**src/rtl/ve_wb_buffer.sv**
```systemverilog
// ve_wb_buffer
// Write-back buffer between the vector-scalar ALU and the vector register
// file write port. Results are queued in a small circular FIFO and drained
// under a ready handshake. Results with in_we low are accepted and dropped.
// The buffer also reports read-after-write hazards against stored entries.
//
// Handshake semantics (both sides):
//   A transfer happens on a rising edge where valid and ready are both high.
//   Ready never depends combinationally on the valid of the same interface.
//   Input side : in_valid / in_ready  (in_ready = !full, registered state only)
//   Output side: wb_en    / wb_ready  (wb_en    = !empty, show-ahead head)
//
// Ports:
//   clk, rst_n            clock, asynchronous active-low reset
//   in_valid, in_ready    ALU result handshake
//   in_we, in_rd, in_data write-enable, destination register, 192-bit result
//   wb_en, wb_addr,       head entry (zeroed when empty)
//   wb_data, wb_ready     register file accept
//   flush                 synchronous clear of all entries
//   rd_query, hazard      RAW hazard lookup against stored entries
//   count, full, empty    occupancy status
module ve_wb_buffer #(
  parameter int DEPTH = 4,
  parameter int VLEN  = 192,
  parameter int RAW   = 4
) (
  input  logic                     clk,
  input  logic                     rst_n,
  input  logic                     in_valid,
  output logic                     in_ready,
  input  logic                     in_we,
  input  logic [RAW-1:0]           in_rd,
  input  logic [VLEN-1:0]          in_data,
  output logic                     wb_en,
  output logic [RAW-1:0]           wb_addr,
  output logic [VLEN-1:0]          wb_data,
  input  logic                     wb_ready,
  input  logic                     flush,
  input  logic [RAW-1:0]           rd_query,
  output logic                     hazard,
  output logic [$clog2(DEPTH):0]   count,
  output logic                     full,
  output logic                     empty
);

  localparam int PW = $clog2(DEPTH);
  localparam int CW = PW + 1;

  logic [RAW-1:0]  rd_mem   [DEPTH];
  logic [VLEN-1:0] data_mem [DEPTH];

  logic [PW-1:0] wr_ptr_q, wr_ptr_d;
  logic [PW-1:0] rd_ptr_q, rd_ptr_d;
  logic [CW-1:0] count_q,  count_d;

  logic push;
  logic pop;
  logic hazard_c;

  assign full     = (count_q == CW'(DEPTH));
  assign empty    = (count_q == '0);
  assign in_ready = !full;
  assign wb_en    = !empty;
  assign count    = count_q;

  // Flush suppresses both storage and pointer movement; the input handshake
  // still completes, the data is simply not kept.
  assign push = in_valid && in_ready && in_we && !flush;
  assign pop  = wb_en && wb_ready && !flush;

  always_comb begin
    wr_ptr_d = wr_ptr_q;
    rd_ptr_d = rd_ptr_q;
    count_d  = count_q;
    if (flush) begin
      wr_ptr_d = '0;
      rd_ptr_d = '0;
      count_d  = '0;
    end else begin
      if (push) wr_ptr_d = wr_ptr_q + PW'(1);
      if (pop)  rd_ptr_d = rd_ptr_q + PW'(1);
      case ({push, pop})
        2'b10:   count_d = count_q + CW'(1);
        2'b01:   count_d = count_q - CW'(1);
        default: count_d = count_q;
      endcase
    end
  end

  always_ff @(posedge clk or negedge rst_n) begin
    if (!rst_n) begin
      wr_ptr_q <= '0;
      rd_ptr_q <= '0;
      count_q  <= '0;
    end else begin
      wr_ptr_q <= wr_ptr_d;
      rd_ptr_q <= rd_ptr_d;
      count_q  <= count_d;
    end
  end

  // Entry storage is not reset; validity is tracked purely by the pointers.
  always_ff @(posedge clk) begin
    if (push) begin
      rd_mem[wr_ptr_q]   <= in_rd;
      data_mem[wr_ptr_q] <= in_data;
    end
  end

  assign wb_addr = wb_en ? rd_mem[rd_ptr_q]   : '0;
  assign wb_data = wb_en ? data_mem[rd_ptr_q] : '0;

  // Slot i holds a live entry when its distance from the read pointer
  // (modulo DEPTH) is below the occupancy count.
  always_comb begin
    logic [PW-1:0] offset;
    hazard_c = 1'b0;
    offset   = '0;
    for (int i = 0; i < DEPTH; i++) begin
      offset = PW'(i) - rd_ptr_q;
      if (({1'b0, offset} < count_q) && (rd_mem[i] == rd_query)) hazard_c = 1'b1;
    end
  end

  assign hazard = hazard_c;

endmodule

```
**config.mk**
```make
export PLATFORM = sky130hd
export DESIGN_NAME = ve_wb_buffer
export DESIGN_NICKNAME = d
export VERILOG_FILES = /design/src/rtl/ve_wb_buffer.sv
export SDC_FILE = /design/constraint.sdc
export NUM_CORES = 1
export LEC_CHECK = 0
export CORE_ASPECT_RATIO = 0.7
export CORE_UTILIZATION = 50
export DETAILED_ROUTE_END_ITERATION = 10
export PLACE_DENSITY = 0.77
export SYNTH_ARGS = -nofsm -noshare
export SYNTH_HDL_FRONTEND = slang
export SYNTH_SLANG_ARGS = --single-unit
```
**constraint.sdc**
```tcl
create_clock -name clk -period 7.8 [get_ports clk]
set_input_delay 0.78 -clock clk [delete_from_list [all_inputs] [get_ports clk]]
set_output_delay 0.78 -clock clk [all_outputs]
set_load 0.03 [all_outputs]
```
After elaboration in Yosys (flattened, before gate mapping)
Memories as Yosys holds them, arrays and structs flattened.
Cells that the tools add are included.
- reduce and logical (&&, ||, !) cells: 16
- add/sub/neg operators: 8
- multiplexer cells: 14
- equality and inequality tests: 7
- order comparisons: 4
- operator list (kind ; count):
    192-bit two-way mux ; 1
    4-bit equality test ; 4
    2-bit by 3-bit less-than comparator with 1-bit output ; 4
    1-bit logical AND ; 9
    2-bit two-way mux ; 4
    1-bit two-way mux ; 6
    3-bit one-hot mux with 2 select lines ; 1
    2-bit by 1-bit adder with 2-bit output (second input constant) ; 2
    4-bit two-way mux ; 1
    2-bit nonzero test ; 2
    1-bit by 2-bit subtractor with 2-bit output (first input constant) ; 2
    2-bit subtractor (first input constant) ; 2
    3-bit by 1-bit adder with 3-bit output (second input constant) ; 1
    3-bit equality test (second input constant) ; 1
    1-bit logical NOT ; 3
    3-bit logical NOT ; 1
    3-bit two-way mux ; 1
    3-bit nonzero test ; 1
    3-bit by 1-bit subtractor with 3-bit output (second input constant) ; 1
    2-bit by 1-bit equality test with 1-bit output (second input constant) ; 1
    2-bit equality test (second input constant) ; 1
- memory bits (writable): 784
- register bits: 7
- input port bits: 206
- output and inout bits: 204
- memories kept: 2
- logic and storage cells: 54
- memory list (memory ; depth ; width ; read ports ; clocked after Yosys merged registers in ; wr ports ; RTL line ; source):
    data_mem ; 4 ; 192 ; 1 ; 0 ; 1 ; 50 ; logic [VLEN-1:0] data_mem [DEPTH];
    rd_mem ; 4 ; 4 ; 5 ; 0 ; 1 ; 49 ; logic [RAW-1:0] rd_mem [DEPTH];

Logic depth before layout (Yosys ltp)
Gate-level depths: netlist of the first run.
- depth in word-level cells: 8
- gate-level depth with buffers: 8
- depth with buffers taken out: 8

Least setup slack after synthesis of the first run
OpenSTA, ideal clock, no wires.
- path kind: register to register
- from: reg count_q[0] (netlist: count[0])
- to: mem data_mem[1][0] (enable)
- setup time: 0.580 ns
- cell stages (with the launch flop): 6
- period minus slack after synthesis: 6.630 ns
- path buffers: 0
- arrival time: 6.049 ns
- path slack: 1.170 ns
- data required time: 7.220 ns
- cell sequence: dfrtp_1 > nor2_2 > nand2_1 > inv_1 > nor3_1 > and2_1
- cells in the longest elaborated chain, start to end: 7
- ends and longest elaborated chain (what ; RTL line ; source):
    start: declaration ; 54 ; logic [CW-1:0] count_q, count_d;
    start signal: assignment ; 98 ; count_q <= count_d;
    3-bit equality test ; 60 ; assign full = (count_q == CW'(DEPTH));
    1-bit logical NOT ; 62 ; assign in_ready = !full;
    named net in_ready ; 30 ; output logic in_ready,
    1-bit logical AND (3 in series) ; 68 ; assign push = in_valid && in_ready && in_we && !flush;
    1-bit two-way mux ; 104 ; if (push) begin
    1-bit two-way mux (implied by the code) ; 106 ; data_mem[wr_ptr_q] <= in_data;
    end: declaration ; 50 ;
The timed path passes the listed nets, and every way through them passes these cells.

Worst setup path after layout of the first run
- from: reg rd_ptr_q[0]
- to: out wb_data[167]
- cells in the longest elaborated chain, start to end: 2
- ends and longest elaborated chain (what ; RTL line ; source):
    start: declaration ; 53 ; logic [PW-1:0] rd_ptr_q, rd_ptr_d;
    start signal: assignment ; 97 ; rd_ptr_q <= rd_ptr_d;
    memory 4 x 192 bit ; n/a ;
    192-bit two-way mux ; 111 ; assign wb_data = wb_en ? data_mem[rd_ptr_q] : '0;
    end: declaration ; 36 ; output logic [VLEN-1:0] wb_data,
Every way passes these cells.

==> results.toml, run 1 <==
[hold_path]
hold_class = "in2async"

[detailed_routing]
ant_nets = 0
vias_per_cell = 5.479
drc = 0
wl_per_cell_um = 23.51
drt-initial-drc-count = 1034
dr.pass1.iters = 5
vias = 14430
wirelength_um = 61930

[worst_setup_path]
critPathSlowestCell = "dfrtp_4"
ff2ff_path_depth = 6
cpLargestDelayFamily = "buffers and inverters"
regToRegSetupSlack_ns = 4.27
cp-start-kind = "register"
cp.arrival_ns = 4.00
reg2reg_to = "data_mem[0][9]"
cp-end-kind = "output port"
crit_start = "rd_ptr_q[0]"
path_class = "reg2out"
worst-path-buf-inv = 2
worstPathRequired_ns = 7.02
max_stage_delay_ns = 0.96
cp_cell_sequence = "buf_12, mux4_2, and2_1, clkdlybuf4s50_1"
timing.rr.start = "count[0]"
cp.depth = 4
cp-endpoint = "wb_data[167]"
path_max_fanout = 120

[placement]
place.gp.congestion = 0.8005
io_buffer_count = 409
dp_slack_ns = 3.602
dpl.hpwl_um = 35410

[cells_and_area]
area_delta_synth_final_pct = 23.57
drive_gt1_frac = 0.1755
nets = 1982

[cts]
h-tree-depth = 3
clockBufferDepth = 3
cts_tree = "done"
clk_pin_slew_worst_paths_ns = 0.06
holdBufCountCts = 0
clk-insertion-delay-late_ns = 0.62
clock-sinks = 791
cts_made_buffers = 71
clockRootBuffer = "clkbuf_16"
cts_resized = 0
post_cts.repair.setup_buffers = 0

[synth]
seq_area_frac_synth = 0.7788
synth-main-ff-cell = "edfxtp_1"
yosys.cell_types.count = 38
post-synth-top-count-cell = "edfxtp_1"
synth_area_leaders = "edfxtp_1, mux4_2, and2_1"
syn_inst = 1337
ys_ff_latch = 791
synth_fp_nets = 1552
ys_warn_count = 0
synth.avg_cell_area_um2 = 22.78
synth_area_leader_cell = "edfxtp_1"
syn_area_mm2 = 0.03045
synthArstFlopShare = 0.008850
synth_edf_count = 784
synth_top_area_share = 0.7730
netlist_top_cells_count = "edfxtp_1, and2_1, mux4_2"

[sta]
hold_viol_final = 0
fin_skew_ns = 0.03658
final-max-slew-violation-count = 0
tns_ns = 0
fin_ws_ns = 3.021
rsz0062_at_grt = "no"
finalSetupViolCount = 0
timing.final.crit_period_ns = 4.779
worst_slew_pin_slew_ns = 1.243
fin_crit_sh = 0.6127
clock.fmax_ghz = 0.2093
relSlewSlack = 0.1713

[floorplan]
die_h_um = 208.5
pin_count = 410
row_count = 75
start_util = 0.5071
die_w_um = 297.0
die_area_mm2 = 0.06192
core_mm2 = 0.06006

[global_route]
grt_max_degree = 121
antenna_found_initial = 14
grt_first_pass_wirelength_um = 93380
grtUsageTotal = 0.2013
grt_pass1_vias = 15210
grt.overflow.total = 0

[power]
powerDensity_mw_per_mm2 = 338.7
max-vdd-ir-drop_mv = 0.2717
leakage_nw = 11.77

[run]
max_cap_viol_count = 0

[outcome]
status = "finished, final reports clean"
-- cells by family (layout without fill, tap and decap cells) --
| logic type | count (synthesis) | in the layout | synth area share |
|---|---|---|---|
| flops | 791 | 791 | 0.7788 |
| simple gates | 228 | 228 | 0.04630 |
| mux | 199 | 199 | 0.1460 |
| buf+inv | 75 | 561 | 0.01606 |
| xor+xnor | 21 | 21 | 0.006286 |
| compound gates | 14 | 14 | 0.002630 |
| fa+ha+maj | 9 | 9 | 0.003944 |
| other cells | 0 | 3 | 0 |
-- state kept, by name, indices dropped and copies added (netlist names) --
signal,count
count,3
data_mem,768
rd_mem,16
rd_ptr_q,2
wr_ptr_q,2
-- area by class of cell --
type | instances | area, µm²
Antenna cell | 3 | 7.507
Sequential cell | 791 | 23730
Tap cell | 808 | 1011
Inverter | 7 | 26.28
Clock inverter | 47 | 490.5
Multi-Input combinational cell | 471 | 6257
Clock buffer | 82 | 1839
Fill cell | 4028 | 22420
Timing Repair Buffer | 425 | 4277
-- metrics by stage --
stage                     instances  hold WS (ns)  instance area [µm²]    util  power [mW]
after floorplan                1337        0.4844                30450       -       7.778
final                          2634        0.4367                37630  0.6266       12.75
after detailed placement       2502        0.5771                35300  0.5877       9.400
after global placement         2502        0.5657                35300  0.5877       9.385
after global routing           2631        0.4327                37630  0.6265       13.21
after CTS                      2631        0.4013                37630  0.6265       12.88
-- power breakdown --
part	internal, mW	total [mW]	switching (mW)
registers	4.77	4.87	0.0955
logic	1.94	4.40	2.46
clock network	1.95	3.48	1.53
total	8.66	12.7	4.08
-- per-layer routing --
layer / global-route usage / share of wire
met2: 0.3161 / 0.48
met4: 0.05137 / 0.018
met3: 0.06287 / 0.089
met5: 0 / 0.0017
met1: 0.2764 / 0.41
-- cell usage in the layout (no fill, tap or decap), types with 2 or more instances in the layout --
master	n
o21ai_0	6
clkbuf_1	10
xnor2_1	3
nor4_1	4
buf_12	5
dfrtp_4	2
clkdlybuf4s50_1	409
inv_1	7
nand2_1	3
bufinv_16	7
nand2b_1	3
buf_4	11
dfrtp_1	5
edfxtp_1	784
mux4_2	196
and2_4	4
clkinv_1	23
clkbuf_16	72
clkinv_2	10
ha_1	8
nor3_1	2
xor2_1	17
and2_1	196
clkinv_16	3
diode_2	3
a21oi_1	4
mux2i_1	2
nor2_1	7
-- worst min path at each step --
stage	from	to	slack (ns)	depth (start not counted)
after floorplan	rst_n	count[0]	0.48	0
after global placement	wr_ptr_q[1]	wr_ptr_q[1]	0.57	2
after detailed placement	wr_ptr_q[1]	wr_ptr_q[1]	0.58	2
after CTS	rst_n	wr_ptr_q[0]	0.40	1
after global routing	rst_n	wr_ptr_q[0]	0.43	1
final	rst_n	wr_ptr_q[0]	0.44	1
Power figures use the tool's default switching activity.
==> run 2, diff against run 1 <==
--- a/config.mk
+++ b/config.mk
@@ -8,7 +8,7 @@
 export CORE_ASPECT_RATIO = 0.7
 export CORE_UTILIZATION = 50
 export DETAILED_ROUTE_END_ITERATION = 10
-export PLACE_DENSITY = 0.77
+export PLACE_DENSITY = 0.8
 export SYNTH_ARGS = -nofsm -noshare
 export SYNTH_HDL_FRONTEND = slang
 export SYNTH_SLANG_ARGS = --single-unit
==> constraint.sdc (replaced) <==
create_clock -name clk -period 4.2 [get_ports clk]
set_input_delay 0.42 -clock clk [delete_from_list [all_inputs] [get_ports clk]]
set_output_delay 0.42 -clock clk [all_outputs]
set_load 0.03 [all_outputs]
==> run 2 against run 1 <==
Worst setup slack worse by 2.5 ns. Clock-buffer cell count up 10. Routed wire length up 1.4%. Non-clock buffer count up 26. Sequential share of layout area down 0.69 points. Combinational power up 91%. Global-route usage up 0.32 points. Critical endpoint is now wb_data[115]. Largest power group unchanged. Highest routed layer unchanged.
==> results.toml, run 2 (synthesis gave the netlist of run 1 again) <==
[global_route]
grt_pass1_vias = 15660
met2_usage = 0.3240
antenna_found_initial = 13
grt_max_degree = 95
grt.overflow.total = 0
grtUsageMet3 = 0.06861
grt-busiest-layer = "met2"
use_met1 = 0.2759
grtUsageTotal = 0.2044
grt_first_pass_wirelength_um = 95320

[placement]
place.gp.congestion = 0.7818
dp_slack_ns = 1.117
dpl.hpwl_um = 38390
dpl_cell_area_mm2 = 0.03573
io_buffer_count = 409

[worst_setup_path]
regToRegSetupSlack_ns = 1.46
ff2ff_path_depth = 6
reg2reg_to = "data_mem[3][80]"
critPathSlowestCell = "dfrtp_4"
worstPathRequired_ns = 3.78
cp-end-kind = "output port"
crit_start = "rd_ptr_q[0]"
timing.rr.start = "count[0]"
max_stage_delay_ns = 0.69
cp-start-kind = "register"
cp_cell_sequence = "buf_12, buf_12, mux4_2, and2_1, clkdlybuf4s50_1"
worst-path-buf-inv = 3
path_max_fanout = 28
crit_top_cell = "buf_12"
cp.arrival_ns = 3.25
path_class = "reg2out"
cpLargestDelayFamily = "buffers and inverters"

[cells_and_area]
seqCellArea_mm2 = 0.02373
drive_gt1_frac = 0.1908
final_area_mm2 = 0.03805
fill_cells = 3948
largest_reg_flops = 768
multiInputGateArea_mm2 = 0.006257
final_common_cell = "edfxtp_1"
nets = 2010
largest-register = "data_mem"
area_delta_synth_final_pct = 24.94
layout_common_cells = "edfxtp_1, clkdlybuf4s50_1, mux4_2, and2_1, clkbuf_16"

[run]
max_cap_viol_count = 0

[cts]
cts_made_buffers = 73
h-tree-depth = 3
clk-insertion-delay-late_ns = 0.60
clockRootBuffer = "clkbuf_16"
holdBufCountCts = 0
cts_resized = 0
cts_tree = "done"
clk_pin_slew_worst_paths_ns = 0.06
clock-sinks = 791
post_cts.repair.setup_buffers = 0
clockBufferDepth = 3

[sta]
rsz0062_at_grt = "no"
hold_viol_final = 0
worst_slew_pin_slew_ns = 0.7233
fin_ws_ns = 0.5270
final-max-slew-violation-count = 0
finalSetupViolCount = 0
fin_crit_sh = 0.8745
fin_skew_ns = 0.02515
clock.fmax_ghz = 0.2723
timing.final.crit_period_ns = 3.673
relSlewSlack = 0.5178

[detailed_routing]
ant_nets = 0
vias = 14640
drt-initial-drc-count = 947
wl_per_cell_um = 23.58
wirelength_um = 62770
vias_per_cell = 5.499
dr.pass1.iters = 5
drc = 0

[floorplan]
core_mm2 = 0.06006
pin_count = 410
die_w_um = 297.0
die_area_mm2 = 0.06192
start_util = 0.5071
row_count = 75
die_h_um = 208.5

[hold_path]
hold_class = "in2async"

[power]
leakage_nw = 11.97
powerDensity_mw_per_mm2 = 625.5
max-vdd-ir-drop_mv = 0.5804

[outcome]
status = "finished, final reports clean"
run 2: cell count changes in the layout (fill, tap and decap cells not counted), moves of 2 or more:
| cell | change |
|---|---|
| clkinv_2 | +3 |
| bufinv_16 | -2 |
| clkinv_16 | -3 |
| clkinv_1 | -11 |
| clkbuf_8 | +2 |
| buf_12 | +19 |
| clkbuf_1 | +5 |
| inv_6 | +2 |
| buf_4 | +7 |
| clkinvlp_4 | +2 |
| clkbuf_16 | +3 |
run 2: cell type report:
class / instances / share of cell area
Clock inverter: 38 / 0.009207
Antenna cell: 4 / 0.0002631
Sequential cell: 791 / 0.6235
Multi-Input combinational cell: 471 / 0.1644
Inverter: 7 / 0.0006905
Tap cell: 808 / 0.02657
Timing Repair Buffer: 451 / 0.1238
Clock buffer: 92 / 0.05153
run 2: worst max-delay path by stage:
stage,cells past startpoint,end
after global placement,5,wb_data[110]
final,5,wb_data[115]
after detailed placement,5,wb_data[110]
after floorplan,5,data_mem[0][0]
after CTS,5,wb_data[115]
after global routing,5,wb_data[125]
run 2: metal layers:
| layer | routed length (µm) | up-vias |
|---|---|---|
| met3 | 5748 | 92 |
| met4 | 957 | 16 |
| met5 | 108 | - |
| li1 | - | 6386 |
| met1 | 25130 | 7609 |
| met2 | 30820 | 535 |
run 2: metrics by stage:
stage	setup TNS [ns]	util	hold WS [ns]	std cells	total power, mW
after floorplan	-186.95	-	0.1244	1337	14.43
after global placement	0	0.5949	0.5627	2528	17.58
after detailed placement	0	0.5949	0.6074	2528	17.63
after CTS	0	0.6334	0.08603	2658	24.05
after global routing	0	0.6334	0.09934	2659	24.69
final	0	0.6336	0.1204	2662	23.80
run 2: power breakdown:
group | switching, mW | total [mW] | leakage (nW) | internal, mW
Clock | 2.77 | 6.41 | 1.13 | 3.64
Combinational | 4.66 | 8.40 | 3.66 | 3.74
Sequential | 0.130 | 8.99 | 7.17 | 8.86
